===== src/rtl/dac_spi_responder_if.sv =====
// SPI pin bundle between the DAC master and the DAC responder model.
interface dac_spi_responder_if;
  logic sck;
  logic ss_L;
  logic mosi;
  logic miso;

  modport master (output sck, output ss_L, output mosi, input miso);
  modport slave  (input sck, input ss_L, input mosi, output miso);
endinterface


===== src/rtl/dac_spi_responder.sv =====
// SPI slave modelling a 24-bit DAC: write frames load DAC/control registers,
// read commands are answered on the following frame. Runs in the clk domain.
module dac_spi_responder #(
  parameter int WID           = 24,
  parameter int WID_LEN       = 5,
  parameter int DATA_WID      = 20,
  parameter int ADDR_WID      = 3,
  parameter bit POLARITY      = 1'b0,
  parameter bit PHASE         = 1'b1,
  parameter int SYNC_STAGES   = 2,
  parameter int DAC_RESET_VAL = 0
) (
  input  logic                clk,
  input  logic                rst,
  dac_spi_responder_if.slave  spi,
  output logic [DATA_WID-1:0] dac_value,
  output logic [DATA_WID-1:0] ctrl_value,
  output logic                frame_done,
  output logic                frame_err
);

  typedef enum logic [1:0] {RESYNC, READY, SHIFT, COMMIT} state_t;

  localparam logic [WID_LEN-1:0]  CNT_FULL  = WID_LEN'(WID);
  localparam logic [WID_LEN-1:0]  CNT_MAX   = WID_LEN'(WID + 1);
  localparam logic [ADDR_WID-1:0] ADDR_DAC  = ADDR_WID'(1);
  localparam logic [ADDR_WID-1:0] ADDR_CTRL = ADDR_WID'(2);

  logic [SYNC_STAGES-1:0] sck_sync, ss_sync, mosi_sync;
  logic                   sck_prev;

  state_t              state;
  logic [WID_LEN-1:0]  bit_cnt;
  logic [WID-1:0]      rx_shift, tx_shift;
  logic                pending_read;
  logic [ADDR_WID-1:0] pending_addr;
  logic                miso_r;

  logic                sck_s, ss_s, mosi_s;
  logic                lead_edge, trail_edge, sample_edge, drive_edge;
  logic [DATA_WID-1:0] rd_data;
  logic [WID-1:0]      tx_load;

  assign sck_s  = sck_sync[SYNC_STAGES-1];
  assign ss_s   = ss_sync[SYNC_STAGES-1];
  assign mosi_s = mosi_sync[SYNC_STAGES-1];

  assign lead_edge   = (sck_s != sck_prev) && (sck_s != POLARITY);
  assign trail_edge  = (sck_s != sck_prev) && (sck_s == POLARITY);
  assign sample_edge = PHASE ? trail_edge : lead_edge;
  assign drive_edge  = PHASE ? lead_edge  : trail_edge;

  assign spi.miso = miso_r;

  // NOTE: every variable written here gets a default first, so no latch is inferred.
  always_comb begin
    rd_data = '0;
    case (pending_addr)
      ADDR_DAC:  rd_data = dac_value;
      ADDR_CTRL: rd_data = ctrl_value;
      default:   rd_data = '0;
    endcase
  end

  assign tx_load = pending_read ? {1'b1, pending_addr, rd_data} : '0;

  // NOTE: ss_L synchronizer resets to 0 (selected) so RESYNC waits for a real
  // deselect from the pin rather than trusting the reset value.
  always_ff @(posedge clk or posedge rst) begin
    if (rst) begin
      sck_sync  <= {SYNC_STAGES{POLARITY}};
      ss_sync   <= '0;
      mosi_sync <= '0;
      sck_prev  <= POLARITY;
    end else begin
      sck_sync  <= (sck_sync << 1)  | SYNC_STAGES'(spi.sck);
      ss_sync   <= (ss_sync << 1)   | SYNC_STAGES'(spi.ss_L);
      mosi_sync <= (mosi_sync << 1) | SYNC_STAGES'(spi.mosi);
      sck_prev  <= sck_s;
    end
  end

  // NOTE: all sequential state uses non-blocking assignments so every read
  // below sees the pre-edge value regardless of statement order.
  always_ff @(posedge clk or posedge rst) begin
    if (rst) begin
      state        <= RESYNC;
      bit_cnt      <= '0;
      rx_shift     <= '0;
      tx_shift     <= '0;
      pending_read <= 1'b0;
      pending_addr <= '0;
      miso_r       <= 1'b0;
      dac_value    <= DATA_WID'(DAC_RESET_VAL);
      ctrl_value   <= '0;
      frame_done   <= 1'b0;
      frame_err    <= 1'b0;
    end else begin
      frame_done <= 1'b0;
      frame_err  <= 1'b0;
      case (state)
        RESYNC: begin
          miso_r <= 1'b0;
          if (ss_s) state <= READY;
        end

        READY: begin
          miso_r <= 1'b0;
          if (!ss_s) begin
            bit_cnt <= '0;
            state   <= SHIFT;
            // Mode 0 presents the MSB before the first clock edge.
            if (PHASE) begin
              tx_shift <= tx_load;
            end else begin
              miso_r   <= tx_load[WID-1];
              tx_shift <= tx_load << 1;
            end
          end
        end

        SHIFT: begin
          if (ss_s) begin
            state <= COMMIT;
          end else begin
            if (sample_edge) begin
              rx_shift <= {rx_shift[WID-2:0], mosi_s};
              if (bit_cnt != CNT_MAX) bit_cnt <= bit_cnt + 1'b1;
            end
            if (drive_edge) begin
              miso_r   <= tx_shift[WID-1];
              tx_shift <= tx_shift << 1;
            end
          end
        end

        COMMIT: begin
          miso_r <= 1'b0;
          state  <= READY;
          if (bit_cnt == CNT_FULL) begin
            frame_done   <= 1'b1;
            pending_read <= 1'b0;
            if (rx_shift[WID-1]) begin
              pending_read <= 1'b1;
              pending_addr <= rx_shift[DATA_WID +: ADDR_WID];
            end else begin
              case (rx_shift[DATA_WID +: ADDR_WID])
                ADDR_DAC:  dac_value  <= rx_shift[DATA_WID-1:0];
                ADDR_CTRL: ctrl_value <= rx_shift[DATA_WID-1:0];
                default:   ;
              endcase
            end
          end else if (bit_cnt != '0) begin
            frame_err <= 1'b1;
          end
        end

        default: state <= RESYNC;
      endcase
    end
  end

endmodule


===== src/flat_wrapper.sv =====
// flat-port wrapper written by rule: the top's interface ports become plain ports
module dac_spi_responder_flat 
#(
  parameter int WID           = 24,
  parameter int WID_LEN       = 5,
  parameter int DATA_WID      = 20,
  parameter int ADDR_WID      = 3,
  parameter bit POLARITY      = 1'b0,
  parameter bit PHASE         = 1'b1,
  parameter int SYNC_STAGES   = 2,
  parameter int DAC_RESET_VAL = 0
)
  (clk, rst, dac_value, ctrl_value, frame_done, frame_err, spi_sck, spi_ss_L, spi_mosi, spi_miso);
  dac_spi_responder_if spi_i ();
  input  logic clk;
  input  logic rst;
  output logic [DATA_WID-1:0] dac_value;
  output logic [DATA_WID-1:0] ctrl_value;
  output logic frame_done;
  output logic frame_err;
  input wire logic [$bits(spi_i.sck)-1:0] spi_sck;
  input wire logic [$bits(spi_i.ss_L)-1:0] spi_ss_L;
  input wire logic [$bits(spi_i.mosi)-1:0] spi_mosi;
  output wire logic [$bits(spi_i.miso)-1:0] spi_miso;
  assign spi_i.sck = spi_sck;
  assign spi_i.ss_L = spi_ss_L;
  assign spi_i.mosi = spi_mosi;
  assign spi_miso = spi_i.miso;
  dac_spi_responder #(.WID(WID), .WID_LEN(WID_LEN), .DATA_WID(DATA_WID), .ADDR_WID(ADDR_WID), .POLARITY(POLARITY), .PHASE(PHASE), .SYNC_STAGES(SYNC_STAGES), .DAC_RESET_VAL(DAC_RESET_VAL)) u_core (.clk(clk), .rst(rst), .spi(spi_i), .dac_value(dac_value), .ctrl_value(ctrl_value), .frame_done(frame_done), .frame_err(frame_err));
endmodule

===== config.mk =====
export PLATFORM = sky130hd
export DESIGN_NAME = dac_spi_responder_flat
export DESIGN_NICKNAME = d
export VERILOG_FILES = /design/src/rtl/dac_spi_responder_if.sv /design/src/rtl/dac_spi_responder.sv /design/src/flat_wrapper.sv
export SDC_FILE = /design/constraint.sdc
export NUM_CORES = 1
export LEC_CHECK = 0
export ABC_AREA = 1
export BUFFER_PORTS_ARGS = -buffer_cell sky130_fd_sc_hd__clkbuf_2
export CAP_MARGIN = 20
export CORE_MARGIN = 2
export CORE_UTILIZATION = 55
export DETAILED_ROUTE_END_ITERATION = 7
export PLACE_DENSITY = 0.75
export SYNTH_ARGS = -nofsm -noshare
export SYNTH_HDL_FRONTEND = slang
export SYNTH_SLANG_ARGS = --single-unit

===== constraint.sdc =====
create_clock -name clk -period 4.2 [get_ports clk]
set_input_delay 0.84 -clock clk [delete_from_list [all_inputs] [get_ports clk]]
set_output_delay 0.84 -clock clk [all_outputs]
set_load 0.02 [all_outputs]

==> impl_metrics.tcl, run 1 <==
set metrics [dict create \
    hold_depth 0 \
    die_x_um 99.6 \
    wl_um 11000 \
    startpoint_type "register" \
    peakVddDrop_uv 280 \
    io_pins 48 \
    die_area_um2 9920 \
    tns_ns 0 \
    critical_path_arrival_ns 2.74 \
    rsz0062_at_grt "no" \
    cts_max_level 3 \
    syn2layout_area_growth_pct 9.33 \
    clk_path_buf_depth 2 \
    min_from "u_core.mosi_sync[0]" \
    r2r_cells 6 \
    end_kind "register" \
    first_iter_violations 252 \
    hold_viol 0 \
    cts_tree "done" \
    crit_fanout 37 \
    clkTransAtPathRegs_ns 0.11 \
    max_cap_violations 0 \
    drc_errors 0 \
    vias 4068 \
    cts_setup_buffers 0 \
    skew_ns 0.0122 \
    syn-num-nets 599 \
    mostFrequentLayoutCell "nand2_1" \
    final_util 0.624 \
    synth_seq_cells 109 \
    drive_gt1_frac 0.150 \
    antenna_found_initial 0 \
    cts.sinks 109 \
    die_h_um 99.6 \
    status "complete, no violations" \
    grt_pass1_wl_um 18900 \
    synth_warnings 0 \
    cts.repair.resized 0 \
    synth_top_cell_area_share 0.543 \
    setup-violations-final 0 \
    r2r_start "u_core.state[0]" \
    cts-root-buf "clkbuf_8" \
    routabilityCongestion 0.793 \
    relSlewSlack 0.453 \
    postSynthCellCount 585 \
    hold_class "register to register" \
    drtPass1Iterations 5 \
    p_leak_nw 2.78 \
    synth.area.top_cells "dfrtp_1 54%, nand2_1 12%, nand4_1 5.5%" \
    avgSynthCellArea_um2 8.59 \
    n_fill_cell 756 \
    routed_via_density 5.60 \
    drv_slew 0 \
    fin_crit_sh 0.600 \
    worst_slew_pin_slew_ns 0.821 \
    start_util 0.571 \
    grt_use_total 0.236 \
    grt_max_degree 69 \
    cts_made_buffers 9 \
    clk_latency_ns 0.37 \
    antenna_cells 0 \
    criticalPathCategory "register to register" \
    io_buffers 47 \
    fin_nets 627 \
    grt_pass1_vias 3949 \
    final_cell_mix "158 x nand2_1, 109 x dfrtp_1, 55 x inv_1" \
    synth_seq_area_share 0.543 \
    cts-hold-fix-buffers 0 \
    grt_overflow 0 \
    p_per_area_nw_per_um2 504 \
    required_ns 4.41 \
    drt-wirelength-per-cell_um 15.1 \
    timing.fmax_mhz 397 \
    synth_area_um2 5030 \
    hpwl_um 7230 \
    ant_nets 0 \
    coreArea_um2 8810 \
    crit_start "u_core.state[0]" \
    fin_crit_ns 2.52 \
    yosysUniqueCellTypes 23 \
    yosysTopAreaCell "dfrtp_1" \
    rows 34 \
]
-- final timing paths --
path                       slack (ns)              endpoint
max in group asynchronous        2.77  u_core.ctrl_value[7]
hold reg to reg                  0.36   u_core.mosi_sync[1]
setup reg to reg                 1.68   u_core.tx_shift[22]
hold / removal                   0.36   u_core.mosi_sync[1]
setup / recovery                 1.68   u_core.tx_shift[22]
min in group asynchronous        0.61   u_core.dac_value[6]
-- sequential cells by signal (all words and copies together) (netlist names), 2 cells and up --
signal               cells
u_core.pending_addr      3
u_core.tx_shift         24
u_core.bit_cnt           5
u_core.mosi_sync         2
u_core.ss_sync           2
u_core.rx_shift         24
u_core.state             2
u_core.sck_sync          2
u_core.ctrl_value       20
u_core.dac_value        20
-- power breakdown --
part / switching (mW) / internal [mW]
combinational: 0.522 / 0.247
sequential: 0.0828 / 1.20
clock: 0.350 / 0.370
-- layout make-up --
cell class | count | area (um^2) | share of cell area
sequential | 109 | 2730 | 0.496
multi-input combinational | 382 | 1890 | 0.344
timing repair buffer | 54 | 295 | 0.0537
inverter | 57 | 216 | 0.0394
clock buffer | 11 | 151 | 0.0275
tap | 108 | 135 | 0.0246
clock inverter | 5 | 81.3 | 0.0148
-- critical path: stages (launching register included) --
cell and delay, ns:
dfrtp_1 0.45, inv_1 0.13, ha_1 0.15, buf_4 0.32
nand2_1 0.52, nand2_2 0.59, o21ai_0 0.20
-- routing by layer --
layer,vias to the layer above,share of wire,global-route usage
li1,1967,-,-
met2,122,0.48,0.386
met5,-,0,0
met1,1962,0.45,0.329
met4,0,0.019,0.0685
met3,17,0.050,0.0394
-- cells in the mapped netlist (all sizes together) --
| master | number |
|---|---|
| nand2 | 162 |
| dfrtp | 109 |
| o21ai | 74 |
| inv | 57 |
| a21oi | 45 |
| nand4 | 44 |
| nor2 | 32 |
| clkbuf | 19 |
| buf | 18 |
| nand3 | 11 |
| ha | 9 |
| nor3 | 3 |
| a41oi | 1 |
| nor3b | 1 |
-- metrics by stage --
stage / area (um^2) / total power, mW / hold WS [ns] / setup WS [ns] / std cells
2_1_floorplan: 5030 / 1.90 / 0.331 / 0.486 / 585
3_3_place_gp: 5250 / 2.02 / 0.332 / 1.84 / 709
3_5_place_dp: 5250 / 2.07 / 0.336 / 1.71 / 709
4_1_cts: 5480 / 2.79 / 0.358 / 1.68 / 725
5_1_grt: 5500 / 2.97 / 0.365 / 1.42 / 726
6_report: 5500 / 2.77 / 0.356 / 1.68 / 726
-- cell families (layout without fill, tap and decap cells) --
| group | Yosys count | in the layout | synth area share |
|---|---|---|---|
| simple gates | 253 | 253 | 0.221 |
| flops | 109 | 109 | 0.543 |
| compound gates | 120 | 120 | 0.132 |
| fa+ha+maj | 9 | 9 | 0.0224 |
| buf+inv | 94 | 127 | 0.0816 |
Power figures use the tool's default switching activity.
==> inputs of run 2 (changes only) <==
--- a/config.mk
+++ b/config.mk
@@ -9,7 +9,7 @@
 export BUFFER_PORTS_ARGS = -buffer_cell sky130_fd_sc_hd__clkbuf_2
 export CAP_MARGIN = 20
 export CORE_MARGIN = 2
-export CORE_UTILIZATION = 55
+export CORE_UTILIZATION = 53
 export DETAILED_ROUTE_END_ITERATION = 7
 export PLACE_DENSITY = 0.75
 export SYNTH_ARGS = -nofsm -noshare
==> constraint.sdc (replaced) <==
create_clock -name clk -period 2.3 [get_ports clk]
set_input_delay 0.46 -clock clk [delete_from_list [all_inputs] [get_ports clk]]
set_output_delay 0.46 -clock clk [all_outputs]
set_load 0.02 [all_outputs]
==> run 2 against run 1 <==
- combinational power up 92%
- largest cell class unchanged
- maximum frequency increased by 23%
- critical endpoint is now u_core.ctrl_value[12]
- hold slack worse by 0.27 ns
- first-iteration DRC count is 31% higher
- global-route usage is 1.3 points lower
- clock skew rose by 0.0038 ns
- critical path depth rose by 1
- routed wire length down 1.4%
- sequential share of layout area is 0.58 points lower
- power increased by 80%
==> impl_metrics.tcl, run 2 (same netlist as run 1, synthesis figures left out) <==
set metrics [dict create \
    status "complete, no violations" \
    cts.sinks 109 \
    crit_start "u_core.bit_cnt[0]" \
    grt_pass1_wl_um 18100 \
    grt_max_degree 49 \
    cts-hold-fix-buffers 0 \
    power_mw 4.98 \
    max_cap_violations 0 \
    drv_slew 0 \
    p_per_area_nw_per_um2 895 \
    criticalPathCategory "register to register" \
    critical_path_arrival_ns 2.31 \
    drc_errors 0 \
    p_switching_mw 1.83 \
    io_buffers 47 \
    n_fill_cell 800 \
    clkTransAtPathRegs_ns 0.12 \
    layoutNonFillerInstCount 752 \
    fin_nets 632 \
    timing.fmax_mhz 490 \
    fin_crit_ns 2.04 \
    skew_ns 0.0160 \
    grt_overflow 0 \
    cts-root-buf "clkbuf_8" \
    place_inst 736 \
    p_seq_frac 0.470 \
    io_pins 48 \
    wl_met1_um 4890 \
    dr_wl_met2_um 5280 \
    syn2layout_area_growth_pct 10.6 \
    timing.rr.end "u_core.ctrl_value[12]" \
    grt_pass1_vias 3737 \
    crit_fanout 40 \
    drtPass1Iterations 5 \
    tns_ns 0 \
    dr_wl_met3_um 409 \
    mostFrequentLayoutCell "nand2_1" \
    rows 35 \
    peakVddDrop_uv 541 \
    start_util 0.544 \
    die_h_um 101 \
    r2r_start "u_core.bit_cnt[0]" \
    ant_nets 0 \
    routed_via_density 5.39 \
    cts_max_level 3 \
    hpwl_um 7500 \
    cts_setup_buffers 0 \
    crit_path_end "u_core.ctrl_value[12]" \
    p_leak_nw 2.80 \
    reg.largest.list "u_core.rx_shift: 24 flops, u_core.tx_shift: 24 flops" \
    end_kind "register" \
    antenna_found_initial 0 \
    clk_path_buf_depth 2 \
    rsz0062_at_grt "no" \
    switching_share 0.368 \
    first_iter_violations 330 \
    worst_slew_pin_slew_ns 0.641 \
    antenna_cells 0 \
    die_x_um 101 \
    die_area_um2 10300 \
    required_ns 2.56 \
    final_util 0.602 \
    coreArea_um2 9240 \
    clockPowerShare 0.233 \
    finalWorstSetupSlack_ns 0.258 \
    internal_power_mw 3.15 \
    hold_class "primary input to async pin" \
    relSlewSlack 0.572 \
    wl_um 10800 \
    clk_latency_ns 0.38 \
    cts_made_buffers 9 \
    final_cell_mix "158 x nand2_1, 109 x dfrtp_1, 55 x inv_1" \
    vias 4053 \
    hold_viol 0 \
    pre_cts_ws_ns 0.275 \
    ff2ff_setup_slack_ns 0.26 \
    top_layer_used "met4" \
    pwr-share-comb 0.297 \
    setup-violations-final 0 \
    r2r_cells 7 \
    cts.repair.resized 0 \
    cts_tree "done" \
    grt_use_total 0.223 \
    startpoint_type "register" \
    drive_gt1_frac 0.157 \
    routabilityCongestion 0.944 \
    fin_crit_sh 0.888 \
    drt-wirelength-per-cell_um 14.4 \
]
## run 2: cell count changes in the layout (fill, tap and decap cells not counted), sizes merged
| cell | delta |
|---|---|
| inv | +1 |
| clkbuf | -1 |
| clkinv | +2 |
| buf | +5 |
| bufinv | -2 |
## run 2: final cells by class
class	instances	area, um^2	share of cell area
inverters	57	218	0.0391
multi-input cells	382	1890	0.340
well taps	129	161	0.0290
clock inverters	6	65.1	0.0117
clock buffers	10	138	0.0247
repair buffers	59	363	0.0652
flip-flops and latches	109	2730	0.490
## run 2: metal layers
layer  GRT usage  vias up
met2       0.345       93
met1       0.322     1951
met5           0        -
met3      0.0400       17
met4      0.0769        0
li1            -     1992
## run 2: power by group through the flow
stage	combinational, mW	sequential (mW)	clock, mW
global route	1.70	2.37	1.28
finish	1.48	2.34	1.16
global placement	1.40	2.37	0
detailed placement	1.48	2.38	0
CTS	1.50	2.34	1.18
floorplan	1.12	2.34	0
## run 2: worst max-delay path, cell delays in order, from the launching register on
cell and delay [ns]:
dfrtp_1 0.45, inv_1 0.10, ha_1 0.17, nand2_1 0.10, nor3b_4 0.45, nand2_4 0.38, nand2_1 0.20, o21ai_2 0.07
## run 2: metrics by stage
step / area (um^2) / hold WS [ns]
5_1_grt: 5560 / 0.105
6_report: 5560 / 0.0894
2_1_floorplan: 5030 / 0.331
3_5_place_dp: 5360 / 0.335
4_1_cts: 5560 / 0.0996
3_3_place_gp: 5360 / 0.335
## run 2: how the worst min path moves through the flow
stage / startpoint / end / depth (start not counted)
final: rst / u_core.rx_shift[0] / 2
after global routing: rst / u_core.rx_shift[5] / 2
after CTS: rst / u_core.rx_shift[5] / 2
after detailed placement: u_core.sck_sync[0] / u_core.sck_sync[1] / 0
after global placement: u_core.sck_sync[0] / u_core.sck_sync[1] / 0
after floorplan: u_core.mosi_sync[0] / u_core.mosi_sync[1] / 0
==> inputs of run 3 (changes only) <==
--- a/config.mk
+++ b/config.mk
@@ -5,7 +5,6 @@
 export SDC_FILE = /design/constraint.sdc
 export NUM_CORES = 1
 export LEC_CHECK = 0
-export ABC_AREA = 1
 export BUFFER_PORTS_ARGS = -buffer_cell sky130_fd_sc_hd__clkbuf_2
 export CAP_MARGIN = 20
 export CORE_MARGIN = 2
==> constraint.sdc (replaced) <==
create_clock -name clk -period 2.3 [get_ports clk]
set_input_delay 0.23 -clock clk [delete_from_list [all_inputs] [get_ports clk]]
set_output_delay 0.23 -clock clk [all_outputs]
set_load 0.02 [all_outputs]
==> run 3 against run 2 <==
- the flow now finishes with violations (hold timing)
- sequential share of layout area decreased by 0.40 points
- routed wire length is 10% lower
- sequential power about the same
- final cell count down 24%
- first-iteration DRC count shrank 65%
- non-clock buffer count is 5 higher
- maximum frequency down 1.3%
- largest power group unchanged
==> impl_metrics.tcl, run 3 <==
set metrics [dict create \
    clkTransAtPathRegs_ns 0.09 \
    hpwl_um 6460 \
    timing.fmax_mhz 483 \
    slowest_stage "a21boi_0" \
    start_util 0.543 \
    synthArstFlopShare 1.00 \
    cpLargestDelayFamily "compound AO/OA/AOI/OAI gates" \
    rsz0062_at_grt "no" \
    drive_gt1_frac 0.335 \
    grt_pass1_vias 3325 \
    fin_nets 466 \
    die_h_um 101 \
    antenna_found_initial 0 \
    routed_via_density 5.75 \
    cts_made_buffers 9 \
    relSlewSlack 0.535 \
    yosysTopAreaCell "dfrtp_1" \
    die_area_um2 10200 \
    skew_ns 0.0120 \
    max_cap_violations 0 \
    synth.most_common_cell "dfrtp_1" \
    wl_um 9720 \
    criticalPathCategory "register to register" \
    grt_max_degree 110 \
    antenna_cells 0 \
    place_area_um2 5370 \
    synth_warnings 0 \
    clk_latency_ns 0.38 \
    vias 3265 \
    io_buffers 47 \
    synth_top_cell_area_share 0.546 \
    io_pins 48 \
    p_per_area_nw_per_um2 890 \
    syn2layout_area_growth_pct 12.3 \
    hold_viol 13 \
    cts.sinks 109 \
    drtPass1Iterations 4 \
    cts_max_level 3 \
    synth-edff-count 0 \
    routabilityCongestion 0.810 \
    peakVddDrop_uv 637 \
    clk_path_buf_depth 2 \
    grt_use_total 0.207 \
    required_ns 2.58 \
    violations "hold timing" \
    synth.area.top_cells "dfrtp_1 55%, mux2_2 15%, nand3b_1 6.0%" \
    first_iter_violations 115 \
    die_x_um 101 \
    tns_ns 0 \
    synth_seq_cells 109 \
    end_kind "register" \
    max_stage_delay_ns 0.62 \
    fin_crit_ns 2.07 \
    startpoint_type "register" \
    hold_class "primary input to async pin" \
    critical_path_arrival_ns 2.35 \
    p_leak_nw 2.70 \
    fin_crit_sh 0.900 \
    setup-violations-final 0 \
    syn-num-nets 420 \
    fin_area_um2 5610 \
    synth_common_cells "109 x dfrtp_1, 68 x mux2_2, 47 x nand2_1" \
    reg.largest.list "u_core.rx_shift: 24 flops, u_core.tx_shift: 24 flops" \
    postSynthCellCount 406 \
    cts.repair.resized 0 \
    cp_cell_sequence "inv_1, ha_1, a21boi_0, nand4_1, o221ai_1" \
    coreArea_um2 9200 \
    fin_hold_ws_ns -0.0268 \
    cts-root-buf "clkbuf_8" \
    avgSynthCellArea_um2 12.3 \
    status "finished with violations" \
    rows 35 \
    ant_nets 0 \
    worst_slew_pin_slew_ns 0.691 \
    drt-wirelength-per-cell_um 17.1 \
    mostFrequentLayoutCell "dfrtp_1" \
    synth_seq_area_share 0.546 \
    grt_pass1_wl_um 16600 \
    yosysUniqueCellTypes 45 \
    drc_errors 0 \
    final_cell_mix "109 x dfrtp_1, 68 x mux2_2, 47 x nand2_1, 47 x clkbuf_2, 40 x nand3b_1" \
    synth_area_um2 4990 \
    path_buf_inv 1 \
    cts_tree "done" \
    crit_fanout 11 \
    synth_top_flop_cell "dfrtp_1" \
    drv_slew 0 \
    grt_overflow 0 \
]
==> run 3: changes by cell type after synthesis, moves of 6 or more <==
cell	delta
a21oi_1	-22
buf_1	-6
inv_1	-48
mux2_2	+68
nand2_1	-111
nand3_1	-10
nand3b_1	+40
nand4_1	-39
nor2_1	-30
o21ai_0	-33
o21ai_1	-25
o21ai_2	-15
o32a_1	+19
==> run 3: worst paths after layout <==
check | start | end | slack, ns | depth (start not counted)
setup / recovery | u_core.state[0] | u_core.bit_cnt[1] | 0.23 | 5
hold reg to reg | u_core.mosi_sync[0] | u_core.mosi_sync[1] | 0.36 | 0
hold / removal | rst | u_core.bit_cnt[2] | -0.03 | 3
max in group asynchronous | rst | u_core.dac_value[4] | 1.86 | 3
setup reg to reg | u_core.state[0] | u_core.bit_cnt[1] | 0.23 | 5
min in group clk | u_core.mosi_sync[0] | u_core.mosi_sync[1] | 0.36 | 0
==> run 3: cell families (layout without fill, tap and decap cells) <==
logic type / Yosys count / in the layout / synth area share
adder cells (fa/ha/maj): 9 / 9 / 0.0226
AND/OR/NAND/NOR: 120 / 120 / 0.143
AO/OA/AOI/OAI: 60 / 60 / 0.0927
XOR/XNOR: 1 / 1 / 0.00175
buffers and inverters: 37 / 88 / 0.0366
flip-flops: 109 / 109 / 0.546
multiplexers: 70 / 70 / 0.157
==> run 3: stage by stage <==
step                      utilization  hold WS, ns  setup WS [ns]  cells  total power [mW]
after floorplan                     -        0.261          0.442    406              3.51
after CTS                       0.610       0.0211          0.279    568              5.01
final                           0.610      -0.0268          0.231    568              4.99
after detailed placement        0.584        0.336          0.299    549              3.83
after global placement          0.584        0.333          0.424    549              3.75
after global routing            0.610       0.0384         0.0232    568              5.33
==> run 3: cell type report <==
class                           instances  area [um^2]
Tap cell                              111          139
Timing Repair Buffer                   64          420
Multi-Input combinational cell        260         2080
Clock buffer                           10          128
Inverter                                8         33.8
Fill cell                             735         3590
Sequential cell                       109         2730
Clock inverter                          6         76.3
==> run 3: timing repair <==
action	in CTS	in global routing
hold endpoints to repair	3	0
hold buffers	3	0
setup buffers	0	0
==> run 3: worst reg2reg max path, cell delays in order, from the launching register on <==
cell	delay [ns]
dfrtp_1	0.42
inv_1	0.11
ha_1	0.52
a21boi_0	0.62
nand4_1	0.19
o221ai_1	0.12
==> run 3: layer usage <==
layer  global-route usage  vias to the layer above  wire (um)
li1                     -                     1556          -
met1                0.285                     1660       4480
met2                0.331                       42       4840
met3               0.0562                        7        319
met4               0.0457                        0         78
met5                    0                        -          0
==> run 3: report_power, final <==
part	switching, mW	internal, mW
sequential	0.156	2.16
clock	0.666	0.523
combinational	0.826	0.657
total	1.65	3.34
